$ cat src/rtl/uart_bridge_pkg.sv
// Shared definitions for the uart_stream_bridge block.
//   - simple_uart register addresses (ODR, IDR, BSR, SR)
//   - status register bit positions
//   - bridge FSM state encoding
package uart_bridge_pkg;

  // simple_uart register map
  localparam logic [1:0] UART_ODR = 2'd0;  // output (TX) data register
  localparam logic [1:0] UART_IDR = 2'd1;  // input (RX) data register
  localparam logic [1:0] UART_BSR = 2'd2;  // baud divisor register
  localparam logic [1:0] UART_SR  = 2'd3;  // status register

  // Status register bit indices
  localparam int unsigned SR_TXBUSY = 0;
  localparam int unsigned SR_RX     = 1;
  localparam int unsigned SR_FE     = 2;

  // One UART access (or none) per state
  typedef enum logic [2:0] {
    CFG,     // write baud divisor
    GAP,     // idle, lets the UART busy bit settle
    RD_SR,   // read status
    EV_SR,   // evaluate status read data
    RD_IDR,  // read received byte
    EV_IDR,  // capture received byte into the RX buffer
    CLR,     // clear rx/fe flags
    WR_ODR   // write TX byte, pop TX FIFO
  } bridge_state_e;

endpackage

$ cat src/rtl/uart_bridge_fifo.sv
// Register-based synchronous FIFO used for the bridge TX and RX buffers.
// Ports:
//   clk_i, rst_i        clock, asynchronous active-high reset
//   push_i, wdata_i     write strobe and data (ignored when full)
//   pop_i               read strobe (ignored when empty)
//   rdata_o             head entry
//   full_o, empty_o     status
//   level_o             occupancy, 0..DEPTH
// Pointers carry one extra wrap bit so full and empty are distinguishable.
module uart_bridge_fifo #(
  parameter int unsigned WIDTH = 8,
  parameter int unsigned DEPTH = 8
) (
  input  logic                     clk_i,
  input  logic                     rst_i,
  input  logic                     push_i,
  input  logic [WIDTH-1:0]         wdata_i,
  input  logic                     pop_i,
  output logic [WIDTH-1:0]         rdata_o,
  output logic                     full_o,
  output logic                     empty_o,
  output logic [$clog2(DEPTH):0]   level_o
);

  localparam int unsigned AW = $clog2(DEPTH);

  logic [AW:0]      wr_ptr_q, wr_ptr_d;
  logic [AW:0]      rd_ptr_q, rd_ptr_d;
  logic [WIDTH-1:0] mem_q [DEPTH];
  logic [WIDTH-1:0] mem_d [DEPTH];
  logic             do_push;
  logic             do_pop;

  assign full_o  = (wr_ptr_q[AW] != rd_ptr_q[AW]) &&
                   (wr_ptr_q[AW-1:0] == rd_ptr_q[AW-1:0]);
  assign empty_o = (wr_ptr_q == rd_ptr_q);
  assign level_o = wr_ptr_q - rd_ptr_q;
  assign rdata_o = mem_q[rd_ptr_q[AW-1:0]];

  // Gating on pre-cycle status means a push on a full FIFO is refused even
  // if a pop happens in the same cycle.
  assign do_push = push_i && !full_o;
  assign do_pop  = pop_i && !empty_o;

  always_comb begin
    // NOTE: every variable gets a default first so no path leaves it unassigned
    // and no latch is inferred.
    wr_ptr_d = wr_ptr_q;
    rd_ptr_d = rd_ptr_q;
    mem_d    = mem_q;
    if (do_push) begin
      mem_d[wr_ptr_q[AW-1:0]] = wdata_i;
      wr_ptr_d                = wr_ptr_q + 1'b1;
    end
    if (do_pop) begin
      rd_ptr_d = rd_ptr_q + 1'b1;
    end
  end

  // NOTE: sequential state uses non-blocking assignments so every flop samples
  // pre-edge values regardless of statement order.
  always_ff @(posedge clk_i or posedge rst_i) begin
    if (rst_i) begin
      wr_ptr_q <= '0;
      rd_ptr_q <= '0;
    end else begin
      wr_ptr_q <= wr_ptr_d;
      rd_ptr_q <= rd_ptr_d;
    end
  end

  // NOTE: storage is deliberately not reset; the pointers define which entries
  // are meaningful, and leaving the array out of reset keeps it plain registers.
  always_ff @(posedge clk_i) begin
    mem_q <= mem_d;
  end

endmodule

$ cat src/rtl/uart_stream_bridge.sv
// Bridge between CPU-side byte streams and the simple_uart register port.
// After reset it writes the baud divisor, then polls the UART status
// register: received bytes (with frame-error flag) are moved into an RX
// buffer and the UART flags cleared; queued TX bytes are written to ODR
// whenever the transmitter is idle. RX has priority over TX.
// Ports:
//   clk_i, rst_i                      clock, asynchronous active-high reset
//   tx_data_i/tx_valid_i/tx_ready_o   TX byte stream in
//   tx_level_o                        TX FIFO occupancy
//   rx_data_o/rx_fe_o/rx_valid_o/rx_ready_i   RX byte stream out
//   u_sel_o/u_addr_o/u_data_o/u_we_o  simple_uart register access (1-cycle pulses)
//   u_data_i                          simple_uart read data, valid one cycle after a read
// Build option: UART_BRIDGE_RXFIFO_EN selects an RX_DEPTH-entry RX FIFO;
// without it the RX buffer is a single holding register.
module uart_stream_bridge
  import uart_bridge_pkg::*;
#(
  parameter int unsigned TX_DEPTH = 8,
  parameter int unsigned RX_DEPTH = 4,
  parameter logic [9:0]  BAUD_DIV = 10'd2
) (
  input  logic                        clk_i,
  input  logic                        rst_i,
  input  logic [7:0]                  tx_data_i,
  input  logic                        tx_valid_i,
  output logic                        tx_ready_o,
  output logic [$clog2(TX_DEPTH):0]   tx_level_o,
  output logic [7:0]                  rx_data_o,
  output logic                        rx_fe_o,
  output logic                        rx_valid_o,
  input  logic                        rx_ready_i,
  output logic                        u_sel_o,
  output logic [1:0]                  u_addr_o,
  output logic [31:0]                 u_data_o,
  output logic                        u_we_o,
  input  logic [31:0]                 u_data_i
);

  bridge_state_e state_q, state_d;
  logic          cfg_arm_q, cfg_arm_d;  // first post-reset cycle keeps the bus quiet
  logic          fe_q, fe_d;            // frame-error flag latched at EV_SR

  logic          tx_full, tx_empty, tx_push, tx_pop;
  logic [7:0]    tx_head;
  logic          rx_full, rx_push, rx_pop;
  logic [8:0]    rx_head, rx_wdata;

  // Only the low byte and the SR flag bits of the read data are used.
  logic          unused_u_data_hi;
  assign unused_u_data_hi = ^u_data_i[31:8];

  // ---------------------------------------------------------------- TX FIFO
  assign tx_ready_o = !tx_full;
  assign tx_push    = tx_valid_i && tx_ready_o;
  assign tx_pop     = (state_q == WR_ODR);

  uart_bridge_fifo #(
    .WIDTH (8),
    .DEPTH (TX_DEPTH)
  ) u_tx_fifo (
    .clk_i   (clk_i),
    .rst_i   (rst_i),
    .push_i  (tx_push),
    .wdata_i (tx_data_i),
    .pop_i   (tx_pop),
    .rdata_o (tx_head),
    .full_o  (tx_full),
    .empty_o (tx_empty),
    .level_o (tx_level_o)
  );

  // -------------------------------------------------------------- RX buffer
  assign rx_push  = (state_q == EV_IDR);
  assign rx_wdata = {fe_q, u_data_i[7:0]};
  assign rx_pop   = rx_valid_o && rx_ready_i;

`ifdef UART_BRIDGE_RXFIFO_EN
  logic                        rx_empty;
  logic [$clog2(RX_DEPTH):0]   unused_rx_level;

  uart_bridge_fifo #(
    .WIDTH (9),
    .DEPTH (RX_DEPTH)
  ) u_rx_fifo (
    .clk_i   (clk_i),
    .rst_i   (rst_i),
    .push_i  (rx_push),
    .wdata_i (rx_wdata),
    .pop_i   (rx_pop),
    .rdata_o (rx_head),
    .full_o  (rx_full),
    .empty_o (rx_empty),
    .level_o (unused_rx_level)
  );

  assign rx_valid_o = !rx_empty;
`else
  localparam int unsigned unused_rx_depth = RX_DEPTH;

  logic [8:0] rx_hold_q, rx_hold_d;
  logic       rx_vld_q, rx_vld_d;

  // A pop cannot coincide with a push: the push only happens when the
  // register was already empty at EV_SR.
  always_comb begin
    rx_hold_d = rx_hold_q;
    rx_vld_d  = rx_vld_q;
    if (rx_push) begin
      rx_hold_d = rx_wdata;
      rx_vld_d  = 1'b1;
    end else if (rx_pop) begin
      rx_vld_d  = 1'b0;
    end
  end

  always_ff @(posedge clk_i or posedge rst_i) begin
    if (rst_i) begin
      rx_hold_q <= '0;
      rx_vld_q  <= 1'b0;
    end else begin
      rx_hold_q <= rx_hold_d;
      rx_vld_q  <= rx_vld_d;
    end
  end

  assign rx_head    = rx_hold_q;
  assign rx_full    = rx_vld_q;
  assign rx_valid_o = rx_vld_q;
`endif

  // Stale FIFO storage never reaches the outputs while the buffer is empty.
  assign rx_data_o = rx_valid_o ? rx_head[7:0] : 8'h00;
  assign rx_fe_o   = rx_valid_o ? rx_head[8]   : 1'b0;

  // -------------------------------------------------------------------- FSM
  always_ff @(posedge clk_i or posedge rst_i) begin
    if (rst_i) begin
      state_q   <= CFG;
      cfg_arm_q <= 1'b0;
      fe_q      <= 1'b0;
    end else begin
      state_q   <= state_d;
      cfg_arm_q <= cfg_arm_d;
      fe_q      <= fe_d;
    end
  end

  always_comb begin
    state_d   = state_q;
    cfg_arm_d = cfg_arm_q;
    fe_d      = fe_q;
    u_sel_o   = 1'b0;
    u_addr_o  = 2'd0;
    u_data_o  = 32'd0;
    u_we_o    = 1'b0;

    unique case (state_q)
      CFG: begin
        // Held one cycle after reset release so the bus is idle during reset.
        cfg_arm_d = 1'b1;
        if (cfg_arm_q) begin
          u_sel_o  = 1'b1;
          u_we_o   = 1'b1;
          u_addr_o = UART_BSR;
          u_data_o = {22'd0, BAUD_DIV};
          state_d  = GAP;
        end
      end
      GAP: begin
        state_d = RD_SR;
      end
      RD_SR: begin
        u_sel_o  = 1'b1;
        u_addr_o = UART_SR;
        state_d  = EV_SR;
      end
      EV_SR: begin
        if (u_data_i[SR_RX] && !rx_full) begin
          fe_d    = u_data_i[SR_FE];
          state_d = RD_IDR;
        end else if (!u_data_i[SR_TXBUSY] && !tx_empty) begin
          state_d = WR_ODR;
        end else begin
          state_d = GAP;
        end
      end
      RD_IDR: begin
        u_sel_o  = 1'b1;
        u_addr_o = UART_IDR;
        state_d  = EV_IDR;
      end
      EV_IDR: begin
        state_d = CLR;
      end
      CLR: begin
        u_sel_o  = 1'b1;
        u_we_o   = 1'b1;
        u_addr_o = UART_SR;
        state_d  = GAP;
      end
      WR_ODR: begin
        u_sel_o  = 1'b1;
        u_we_o   = 1'b1;
        u_addr_o = UART_ODR;
        u_data_o = {24'd0, tx_head};
        state_d  = GAP;
      end
      default: begin
        state_d = CFG;
      end
    endcase
  end

endmodule
$ cat config.mk
export PLATFORM = sky130hd
export DESIGN_NAME = uart_stream_bridge
export DESIGN_NICKNAME = d
export VERILOG_FILES = /design/src/rtl/uart_bridge_pkg.sv /design/src/rtl/uart_bridge_fifo.sv /design/src/rtl/uart_stream_bridge.sv
export SDC_FILE = /design/constraint.sdc
export NUM_CORES = 1
export LEC_CHECK = 0
export BUFFER_PORTS_ARGS = -buffer_cell sky130_fd_sc_hd__buf_2
export CAP_MARGIN = 10
export CORE_UTILIZATION = 54
export CTS_CLUSTER_SIZE = 20
export DETAILED_ROUTE_END_ITERATION = 8
export GPL_ROUTABILITY_DRIVEN = 1
export PLACE_DENSITY = 0.84
export SETUP_SLACK_MARGIN = 0.1
export SLEW_MARGIN = 20
export SYNTH_ARGS = -nofsm -noshare
export SYNTH_HDL_FRONTEND = slang
export SYNTH_HIERARCHICAL = 1
export SYNTH_SLANG_ARGS = --single-unit
export TNS_END_PERCENT = 50
$ cat constraint.sdc
create_clock -name clk_i -period 3.45 [get_ports clk_i]
set_clock_uncertainty 0.15 [all_clocks]
set_input_delay 0.1725 -clock clk_i [delete_from_list [all_inputs] [get_ports clk_i]]
set_output_delay 0.1725 -clock clk_i [all_outputs]
set_load 0.005 [all_outputs]
# After elaboration in Yosys (flattened, before gate mapping)
# Cells that the tools add are included.
[word_totals] ff_bits=87 input_bits=44
[classes] add_sub_neg=3 order_cmp=3 eq_ne=11 mux=21 n_bitwise=2 n_reduce_logical=18
[ops] cell="bitwise mux 64 bit" n=1
[ops] cell="two-way mux 8 bit" n=4
[ops] cell="binary-select mux 8 bit (select 3 bit)" n=1
[ops] cell="demux 8 bit (select 3 bit)" n=1
[ops] cell="one-hot mux 3 bit (7 select lines)" n=1
[ops] cell="one-hot mux 8 bit (2 select lines)" n=1
[ops] cell="equality test 3 bit, second input constant" n=4
[ops] cell="two-way mux 3 bit" n=3
[ops] cell="adder 4 x 1 -> 4 bit, second input constant" n=2
[ops] cell="greater-or-equal comparator 4 bit, second input constant" n=2
[ops] cell="logical AND 1 bit" n=8
[ops] cell="inverter 3 -> 4 bit" n=2
[ops] cell="equality test 3 x 2 -> 1 bit, second input constant" n=2
[ops] cell="one-hot mux 2 bit (3 select lines)" n=1
[ops] cell="equality test 4 bit" n=1
[ops] cell="logical NOT 1 bit" n=4
[ops] cell="< comparator 4 x 1 -> 1 bit, second input constant" n=1
[ops] cell="two-way mux 1 bit" n=4
[ops] cell="two-way mux 2 bit" n=2
[ops] cell="one-hot mux 1 bit (2 select lines)" n=2
[ops] cell="OR reduction 2 bit" n=2
[ops] cell="OR reduction 4 bit" n=1
[ops] cell="subtractor 4 bit" n=1
[ops] cell="equality test 3 x 1 -> 1 bit, second input constant" n=1
[ops] cell="other kinds (6)" n=6

# Logic depth before layout (Yosys ltp)
# Gate-level depths: netlist (run 1).
[logic_depth] depth_word=6 ltp_mapped=10 mapped_depth_nobuf=8

# By module
# The synthesis (run 1) kept the hierarchy.
[modules_own_cells] mod="uart_bridge_fifo" instances=1 cells_per_inst=168 area_each_um2=2994.1 seq_area_each_um2=2122.0
[modules_own_cells] mod="uart_stream_bridge" instances=1 cells_per_inst=105 area_each_um2=1026.0 seq_area_each_um2=375.4

# Least setup slack after synthesis (run 1)
# No wires, ideal clock.
[synth_timing] path_kind="flip-flop to flip-flop" start="register u_tx_fifo.rd_ptr_q[1]" end="register u_tx_fifo/mem_q[56] (netlist name) (enable)" arrival_time_ps=2644 t_required_ps=2905 setup_slack_ps=261 path_stages_with_launch=10 period_less_slack_ps=3189 path_cell_list="dfrtp_1 -> buf_2 -> buf_2 -> inv_1 -> ha_1 -> nand3_1 -> nor2_1 -> nor2b_1 -> o21ai_4 -> nor4_1"
[synth_via] elab_chain_cells=5
[synth_rtl] item="from (decl)" line="uart_bridge_fifo.sv:28" rtl="logic [AW:0] rd_ptr_q, rd_ptr_d;"
[synth_rtl] item="from (signal assigned)" line="uart_bridge_fifo.sv:68" rtl="rd_ptr_q <= rd_ptr_d;"
[synth_rtl] item="equality test 3 bit" line="uart_bridge_fifo.sv:35" rtl="(wr_ptr_q[AW-1:0] == rd_ptr_q[AW-1:0]);"
[synth_rtl] item="logical AND 1 bit" line="uart_bridge_fifo.sv:34" rtl="assign full_o = (wr_ptr_q[AW] != rd_ptr_q[AW]) &&"
[synth_rtl] item="net tx_full" line="uart_stream_bridge.sv:43" rtl="logic tx_full, tx_empty, tx_push, tx_pop;"
[synth_rtl] item="logical NOT 1 bit" line="uart_stream_bridge.sv:53" rtl="assign tx_ready_o = !tx_full;"
[synth_rtl] item="logical AND 1 bit" line="uart_stream_bridge.sv:54" rtl="assign tx_push = tx_valid_i && tx_ready_o;"
[synth_rtl] item="net tx_push" line="uart_stream_bridge.sv:43"
[synth_rtl] item="logical AND 1 bit" line="uart_bridge_fifo.sv:42" rtl="assign do_push = push_i && !full_o;"
[synth_rtl] item="to (signal assigned)" line="uart_bridge_fifo.sv:75" rtl="mem_q <= mem_d;"
[synth_rtl] item="to (decl)" line="uart_bridge_fifo.sv:29" rtl="logic [WIDTH-1:0] mem_q [DEPTH];"
# The timed path passes the listed nets, and every way through them passes these cells.
# A chain may end at the register's enable or synchronous reset.

# Worst setup path after layout (run 1)
[layout_timing] start="register u_tx_fifo.wr_ptr_q[0]" end="register u_tx_fifo/mem_q[2] (netlist name) (enable)"
[layout_via] elab_chain_cells=5
[layout_rtl] item="from (decl)" line="uart_bridge_fifo.sv:27" rtl="logic [AW:0] wr_ptr_q, wr_ptr_d;"
[layout_rtl] item="from (signal assigned)" line="uart_bridge_fifo.sv:67" rtl="wr_ptr_q <= wr_ptr_d;"
[layout_rtl] item="equality test 3 bit" line="uart_bridge_fifo.sv:35"
[layout_rtl] item="logical AND 1 bit" line="uart_bridge_fifo.sv:34"
[layout_rtl] item="net tx_full" line="uart_stream_bridge.sv:43"
[layout_rtl] item="logical NOT 1 bit" line="uart_stream_bridge.sv:53"
[layout_rtl] item="logical AND 1 bit" line="uart_stream_bridge.sv:54"
[layout_rtl] item="net tx_push" line="uart_stream_bridge.sv:43"
[layout_rtl] item="logical AND 1 bit" line="uart_bridge_fifo.sv:42"
# The timed path passes the listed nets, and every way through them passes these cells.

==> summary.md, run 1 <==
| Metric | Value |
|---|---|
| Run status | `finished, final reports clean` |
| Largest incremental delay on the critical path | `510 ps` |
| Port Buf Inserts | `46` |
| Yosys reg bits | `87` |
| RSZ-0062 raised after global routing | `false` |
| HPWL after detailed placement | `4550 µm` |
| Standard cell with the maximum stage delay on the critical path | `nor2_2` |
| Total buffers and inverters traversed by the critical path | `1` |
| Setup tns final | `0 ps` |
| Number of warning messages in the yosys log | `6` |
| Worst endpoint required time | `3300 ps` |
| Via count of the first global-routing pass | `2,238` |
| Number of optimization iterations in the first detailed-route pass | `4` |
| Wire length reported by the detailed router | `7310 µm` |
| Sequential cell area fraction in the yosys report | `0.621` |
| Routability cong. | `0.789` |
| Async set-reset flop share out of synthesis | `0.264` |
| Count of vias placed by the detailed router | `2,305` |
| Leak Pwr | `1.94 nW` |
| Row count | `31` |
| Crit. End Element | `flip-flop` |
| Number of remaining DRC errors | `0` |
| Post-synthesis area per instance | `14.7 µm²` |
| Worst Setup Slack post-DPL | `872 ps` |
| Worst min-delay path class | `input port to flip-flop` |
| Num ports | `95` |
| Starting density of the core | `0.557` |
| Power Dens Cells | `798 nW/µm²` |
| # hold bufs at CTS | `18` |
| Syn Inst Count | `273` |
| Antenna violations before repair | `0` |
| Wire length of the first global-routing pass | `11,300 µm` |
| DRT antenna net count | `0` |
| Largest net degree at the start of global routing | `21` |
| Peak VDD IR | `0.448 mV` |
| Worst rel slew slack | `0.606` |
| Clock tree from TritonCTS | `built` |
| Synthesized area | `4020 µm²` |
| Area grow syn2layout | `15.4%` |
| Source-to-sink clock delay at the later pin of the worst-skew pair | `360 ps` |
| DR vias/cell | `5.11` |
| Tot GR Track Use | `0.206` |
| Final Setup Violations | `0` |
| Postcts setup bufs | `0` |
| Share of the cycle needed by the critical path after routing | `0.757` |
| Count of final max-slew check failures | `0` |
| Clock transition at the register clock pins on the worst setup and hold paths after CTS | `90 ps` |
| Top cell type's share of synthesized area | `0.478` |
| Resized Gates After CTS | `0` |
| Die Width | `88.3 µm` |
| Share of post-route cells with drive strength above 1 | `0.307` |
| Vertical extent of the die | `88.3 µm` |
| GRT overflow | `0` |
| Diode count | `0` |
| Top_reg_cell synth | `edfxtp_1` |
| Number of buffers created by CTS | `9` |
| Transition time of the tightest slew-check pin | `591 ps` |
| CTS H-Tree Depth | `3` |
| Maximum clock frequency | `383 MHz` |
| Maximum fanout count along the critical path | `9` |
| Critical Path Source Type | `flip-flop` |
| Minimum clock period | `2610 ps` |
| Core Box Area | `7210 µm²` |
| Arrival time of data at the critical path endpoint | `2460 ps` |
| Crit path setup slack, layout | `838 ps` |
| Leading cell types by total area after synthesis | `edfxtp_1 (48%), dfrtp_1 (14%), mux4_2 (8.4%)` |
| Largest buffer count on any clock path | `2` |
| Worst setup path class | `flip-flop to flip-flop` |
| Post-route standard cell area excluding fillers | `4640 µm²` |
| Number of sinks handled by clock tree synthesis | `87` |
| CP cell instances | `inv_1, ha_1, nand3_1, nor2_1, nor2b_1, o211ai_2, nor2_2` |
| Max-cap check violation count | `0` |
| Clock Tree Root | `clkbuf_8` |
| Per-cell routed wire length | `16.2 µm` |
| Number of nets in the final layout | `397` |
| Kind of cell with the highest combined delay on the critical path | `simple AND/OR/NAND/NOR gates` |
| Final number of hold-violating endpoints | `0` |
| Starting DRT DRC Count | `135` |
| Worst hold slack | `157 ps` |
| Number of unique standard cell types used by synthesis | `40` |
| Post-DP Area | `4270 µm²` |
| Number of enable flip-flop cells after synthesis | `64` |
| Die footprint | `7790 µm²` |
| Synth area leader | `edfxtp_1` |
==> report_power, final <==
part	total [mW]	internal, mW	leakage, nW	switching [mW]
Clock	0.669	0.276	0.0896	0.393
Combinational	1.48	0.745	0.997	0.730
Sequential	1.56	1.38	0.853	0.177
Total	3.70	2.40	1.94	1.30
==> cell type report <==
class / count / area [µm²]
Fill cell: 513 / 2570
Multi-Input combinational cell: 161 / 1290
Tap cell: 99 / 124
Clock inverter: 7 / 66.3
Clock buffer: 9 / 124
Sequential cell: 87 / 2500
Inverter: 13 / 48.8
Timing Repair Buffer: 75 / 493
==> metal layers <==
metal  wire length (µm)  up-vias  global-route usage  share of wire
li1                   -     1065                   -              -
met1               3080     1147               0.263           0.42
met5                  0        -                   0              0
met2               3780       84               0.351           0.52
met3                339        9              0.0336          0.046
met4                107        0              0.0924          0.015
==> per-stage QoR <==
stage | instances | power (mW) | util
6_report | 451 | 3.70 | 0.643
5_1_grt | 451 | 3.96 | 0.643
4_1_cts | 451 | 3.73 | 0.643
3_5_place_dp | 417 | 3.05 | 0.592
3_3_place_gp | 417 | 2.98 | 0.592
2_1_floorplan | 296 | 2.66 | -
==> tightest hold or removal path, delay by kind of cell <==
family,cells,cell delay [ps]
XOR/XNOR,1,80
AND/OR/NAND/NOR,1,160
buffers and inverters,1,90
AO/OA/AOI/OAI,1,120
==> cells in the mapped netlist (2+ instances only) <==
| cell type | n |
|---|---|
| a21oi_1 | 5 |
| and2_1 | 16 |
| buf_2 | 3 |
| buf_4 | 26 |
| buf_6 | 3 |
| dfrtp_1 | 23 |
| edfxtp_1 | 64 |
| ha_1 | 5 |
| inv_1 | 12 |
| mux2_2 | 2 |
| mux2_4 | 10 |
| mux4_2 | 15 |
| nand2_1 | 33 |
| nand2b_1 | 2 |
| nand3_1 | 2 |
| nor2_1 | 13 |
| nor2b_1 | 2 |
| nor3_1 | 7 |
| o21ai_0 | 2 |
| xnor2_1 | 5 |
| xor2_1 | 4 |
==> cells in the final DEF, fill, tap and decap left out, types with 3 or more instances in the layout <==
cell / n
a21oi_1: 5
mux4_2: 15
inv_6: 3
dfrtp_1: 23
conb_1: 24
nand2_1: 33
buf_4: 11
clkbuf_8: 9
buf_2: 46
nor2_1: 13
dlygate4sd3_1: 18
xnor2_1: 5
edfxtp_1: 64
and2_1: 16
ha_1: 5
xor2_1: 4
inv_1: 12
mux2_4: 10
nor3_1: 7
==> cells by family (layout without fill, tap and decap cells) <==
kind of cell / count (synthesis) / after routing / share of synthesized area
flip-flops: 87 / 87 / 0.621
XOR/XNOR: 10 / 10 / 0.0237
other: 1 / 24 / 0.000933
AO/OA/AOI/OAI: 12 / 12 / 0.0218
AND/OR/NAND/NOR: 81 / 81 / 0.0984
multiplexers: 28 / 28 / 0.134
buffers and inverters: 48 / 104 / 0.0800
adder cells (fa/ha/maj): 6 / 6 / 0.0205
==> path summary, 6_finish.rpt <==
kind / slack [ps] / start / endpoint / cells after the start
max: 840 / u_tx_fifo/wr_ptr_q[0] / u_tx_fifo/mem_q[2] / 7
min: 160 / tx_valid_i / u_tx_fifo/wr_ptr_q[0] / 4
max reg2reg: 840 / u_tx_fifo/wr_ptr_q[0] / u_tx_fifo/mem_q[2] / 7
min reg2reg: 360 / cfg_arm_q / cfg_arm_q / 1
max in group asynchronous: 2500 / rst_i / rx_head[3] / 3
min in group asynchronous: 180 / rst_i / u_tx_fifo/rd_ptr_q[2] / 3
==> sequential cells by signal, summed over array words and instances, names as in the netlist <==
| register | cells |
|---|---|
| cfg_arm_q | 1 |
| fe_q | 1 |
| rx_head | 9 |
| rx_valid_o | 1 |
| state_q | 3 |
| u_tx_fifo/mem_q | 64 |
| u_tx_fifo/rd_ptr_q | 4 |
| u_tx_fifo/wr_ptr_q | 4 |
(Power assumes the default switching activity.)
==> run 2, diff against run 1 <==
==> constraint.sdc (replaced) <==
create_clock -name clk_i -period 2.6 [get_ports clk_i]
set_clock_uncertainty 0.15 [all_clocks]
set_input_delay 0.13 -clock clk_i [delete_from_list [all_inputs] [get_ports clk_i]]
set_output_delay 0.13 -clock clk_i [all_outputs]
set_load 0.005 [all_outputs]
==> run 2 against run 1 <==
Against the previous run:
- sequential cell count did not move
- first-iteration DRC count fell by 6.7%
- global-route usage fell by 0.24 points
- clock power rose by 40%
- utilization rose by 1.9 points
- power rose by 40%
- critical path depth fell by 1
- largest power group is now combinational logic
==> summary.md, run 2 (synthesized netlist as in run 1, its figures left out) <==
| Metric | Value |
|---|---|
| Worst rel slew slack | `0.620` |
| Maximum clock frequency | `421 MHz` |
| Share of the cycle needed by the critical path after routing | `0.913` |
| Largest incremental delay on the critical path | `620 ps` |
| Row count | `31` |
| Wire length of the first global-routing pass | `11,000 µm` |
| Share of post-route cells with drive strength above 1 | `0.336` |
| Count of final max-slew check failures | `0` |
| Combinational fraction of design power | `0.427` |
| Number of sinks handled by clock tree synthesis | `87` |
| Transition time of the tightest slew-check pin | `570 ps` |
| Critical Path Source Type | `flip-flop` |
| Clock tree from TritonCTS | `built` |
| Postcts setup bufs | `0` |
| Total net switching power | `1.80 mW` |
| M1 wire length | `2970 µm` |
| Post-DP Area | `4400 µm²` |
| Worst endpoint required time | `2320 ps` |
| Run status | `finished, final reports clean` |
| Area grow syn2layout | `18.8%` |
| Clock transition at the register clock pins on the worst setup and hold paths after CTS | `90 ps` |
| Core Box Area | `7210 µm²` |
| Most common cell after layout, fill and taps aside | `edfxtp_1` |
| Maximum fanout count along the critical path | `19` |
| Diode count | `0` |
| Standard cell with the maximum stage delay on the critical path | `mux4_1` |
| Post-route standard cell area excluding fillers | `4780 µm²` |
| Most common cell type on the critical path | `nand2_1` |
| Source-to-sink clock delay at the later pin of the worst-skew pair | `360 ps` |
| Peak VDD IR | `0.458 mV` |
| DRT antenna net count | `0` |
| Leading cell types in the layout, fill and taps excluded | `edfxtp_1 (64), buf_2 (46), nand2_1 (33)` |
| Max reg flops | `64` |
| Met3 wire length | `431 µm` |
| RSZ-0062 raised after global routing | `false` |
| Number of optimization iterations in the first detailed-route pass | `5` |
| Worst hold slack | `119 ps` |
| Uppermost metal layer occupied by signal nets | `met4` |
| Resized Gates After CTS | `0` |
| Die footprint | `7790 µm²` |
| Minimum clock period | `2370 ps` |
| Met2 WL | `3840 µm` |
| Port Buf Inserts | `46` |
| Register with the highest flop count | `u_tx_fifo/mem_q` |
| Per-cell routed wire length | `16.2 µm` |
| Number of nets in the final layout | `402` |
| Count of vias placed by the detailed router | `2,283` |
| DR vias/cell | `5.01` |
| Antenna violations before repair | `0` |
| R2r endpoint | `u_tx_fifo/mem_q[33]` |
| Worst min-delay path class | `input port to asynchronous set/reset pin` |
| Routability cong. | `0.768` |
| Internal power consumption | `3.37 mW` |
| HPWL after detailed placement | `4830 µm` |
| Critical R2R Launch | `u_tx_fifo/rd_ptr_q[2]` |
| Relative contribution of sequential cells to total power | `0.393` |
| Final Setup Violations | `0` |
| CTS H-Tree Depth | `3` |
| GRT overflow | `0` |
| Setup tns final | `0 ps` |
| Number of buffers created by CTS | `9` |
| Die Width | `88.3 µm` |
| Switching fraction of total power | `0.348` |
| Leak Pwr | `1.99 nW` |
| Starting DRT DRC Count | `126` |
| CP cell instances | `buf_4, mux4_1, nand2_1, nand2_1, and2_1, buf_2` |
| Max-cap check violation count | `0` |
| Number of remaining DRC errors | `0` |
| Via count of the first global-routing pass | `2,211` |
| Num ports | `95` |
| Power Dens Cells | `1080 nW/µm²` |
| Worst setup path class | `flip-flop to primary output` |
| Arrival time of data at the critical path endpoint | `2090 ps` |
| Final number of hold-violating endpoints | `0` |
| Vertical extent of the die | `88.3 µm` |
| Starting density of the core | `0.557` |
| Clock Tree Root | `clkbuf_8` |
| Part of the power in the clock network | `0.181` |
| Crit. End Element | `primary output` |
| Worst R2R Path Depth | `7` |
| Largest buffer count on any clock path | `2` |
| Filler instances | `491` |
| Area used by multi-input combinational logic | `1370 µm²` |
| Wire length reported by the detailed router | `7370 µm` |
| Tot GR Track Use | `0.204` |
| R2R Setup Slk | `290 ps` |
| Largest net degree at the start of global routing | `21` |
| Area taken by flip-flops and latches | `2500 µm²` |
## run 2: worst max-delay path by stage
stage	to	from	slack (ps)	cells after the start
finish	u_data_o[0]	u_tx_fifo/rd_ptr_q[0]	230	6
global route	u_data_o[0]	u_tx_fifo/rd_ptr_q[0]	110	6
CTS	u_data_o[0]	u_tx_fifo/rd_ptr_q[0]	190	6
detailed placement	u_tx_fifo/mem_q[34]	u_tx_fifo/rd_ptr_q[2]	290	7
global placement	u_tx_fifo/mem_q[34]	u_tx_fifo/rd_ptr_q[2]	340	7
floorplan	u_tx_fifo/mem_q[56]	u_tx_fifo/rd_ptr_q[1]	120	9
## run 2: critical path, delay by kind of cell, from the launching register on
kind	cells	cell delay (ps)
DFF	1	370
muxes	1	620
buffers and inverters	2	460
and+or+nand+nor	3	270
## run 2: metrics by stage
step	util	setup WS, ps	std cells	total power [mW]
floorplan	-	124	296	3.69
global placement	0.610	344	422	4.17
detailed placement	0.610	290	422	4.27
CTS	0.662	190	456	5.23
global route	0.662	112	456	5.52
finish	0.662	225	456	5.17
## run 2: power groups by stage
stage	clock network [mW]	logic, mW	registers [mW]
CTS	0.959	2.24	2.03
global placement	0	2.14	2.03
global route	1.01	2.44	2.07
detailed placement	0	2.21	2.06
floorplan	0	1.66	2.02
finish	0.935	2.21	2.03
## run 2: metal layers
layer | vias up | track usage
li1 | 1079 | -
met1 | 1094 | 0.238
met5 | - | 0
met2 | 99 | 0.364
met4 | 0 | 0.0850
met3 | 11 | 0.0457
## run 2: final cells by class
type	instances	area share
clock buffer	10	0.0267
clock inverter	6	0.0144
inverter	13	0.0102
multi-input combinational	161	0.286
sequential	87	0.523
tap	99	0.0259
timing repair buffer	80	0.114
## run 2: repair_timing
| action | in CTS | in global routing |
|---|---|---|
| hold endpoints to repair | 98 | 0 |
| hold buffers | 18 | 0 |
| setup endpoints to repair | 0 | 0 |
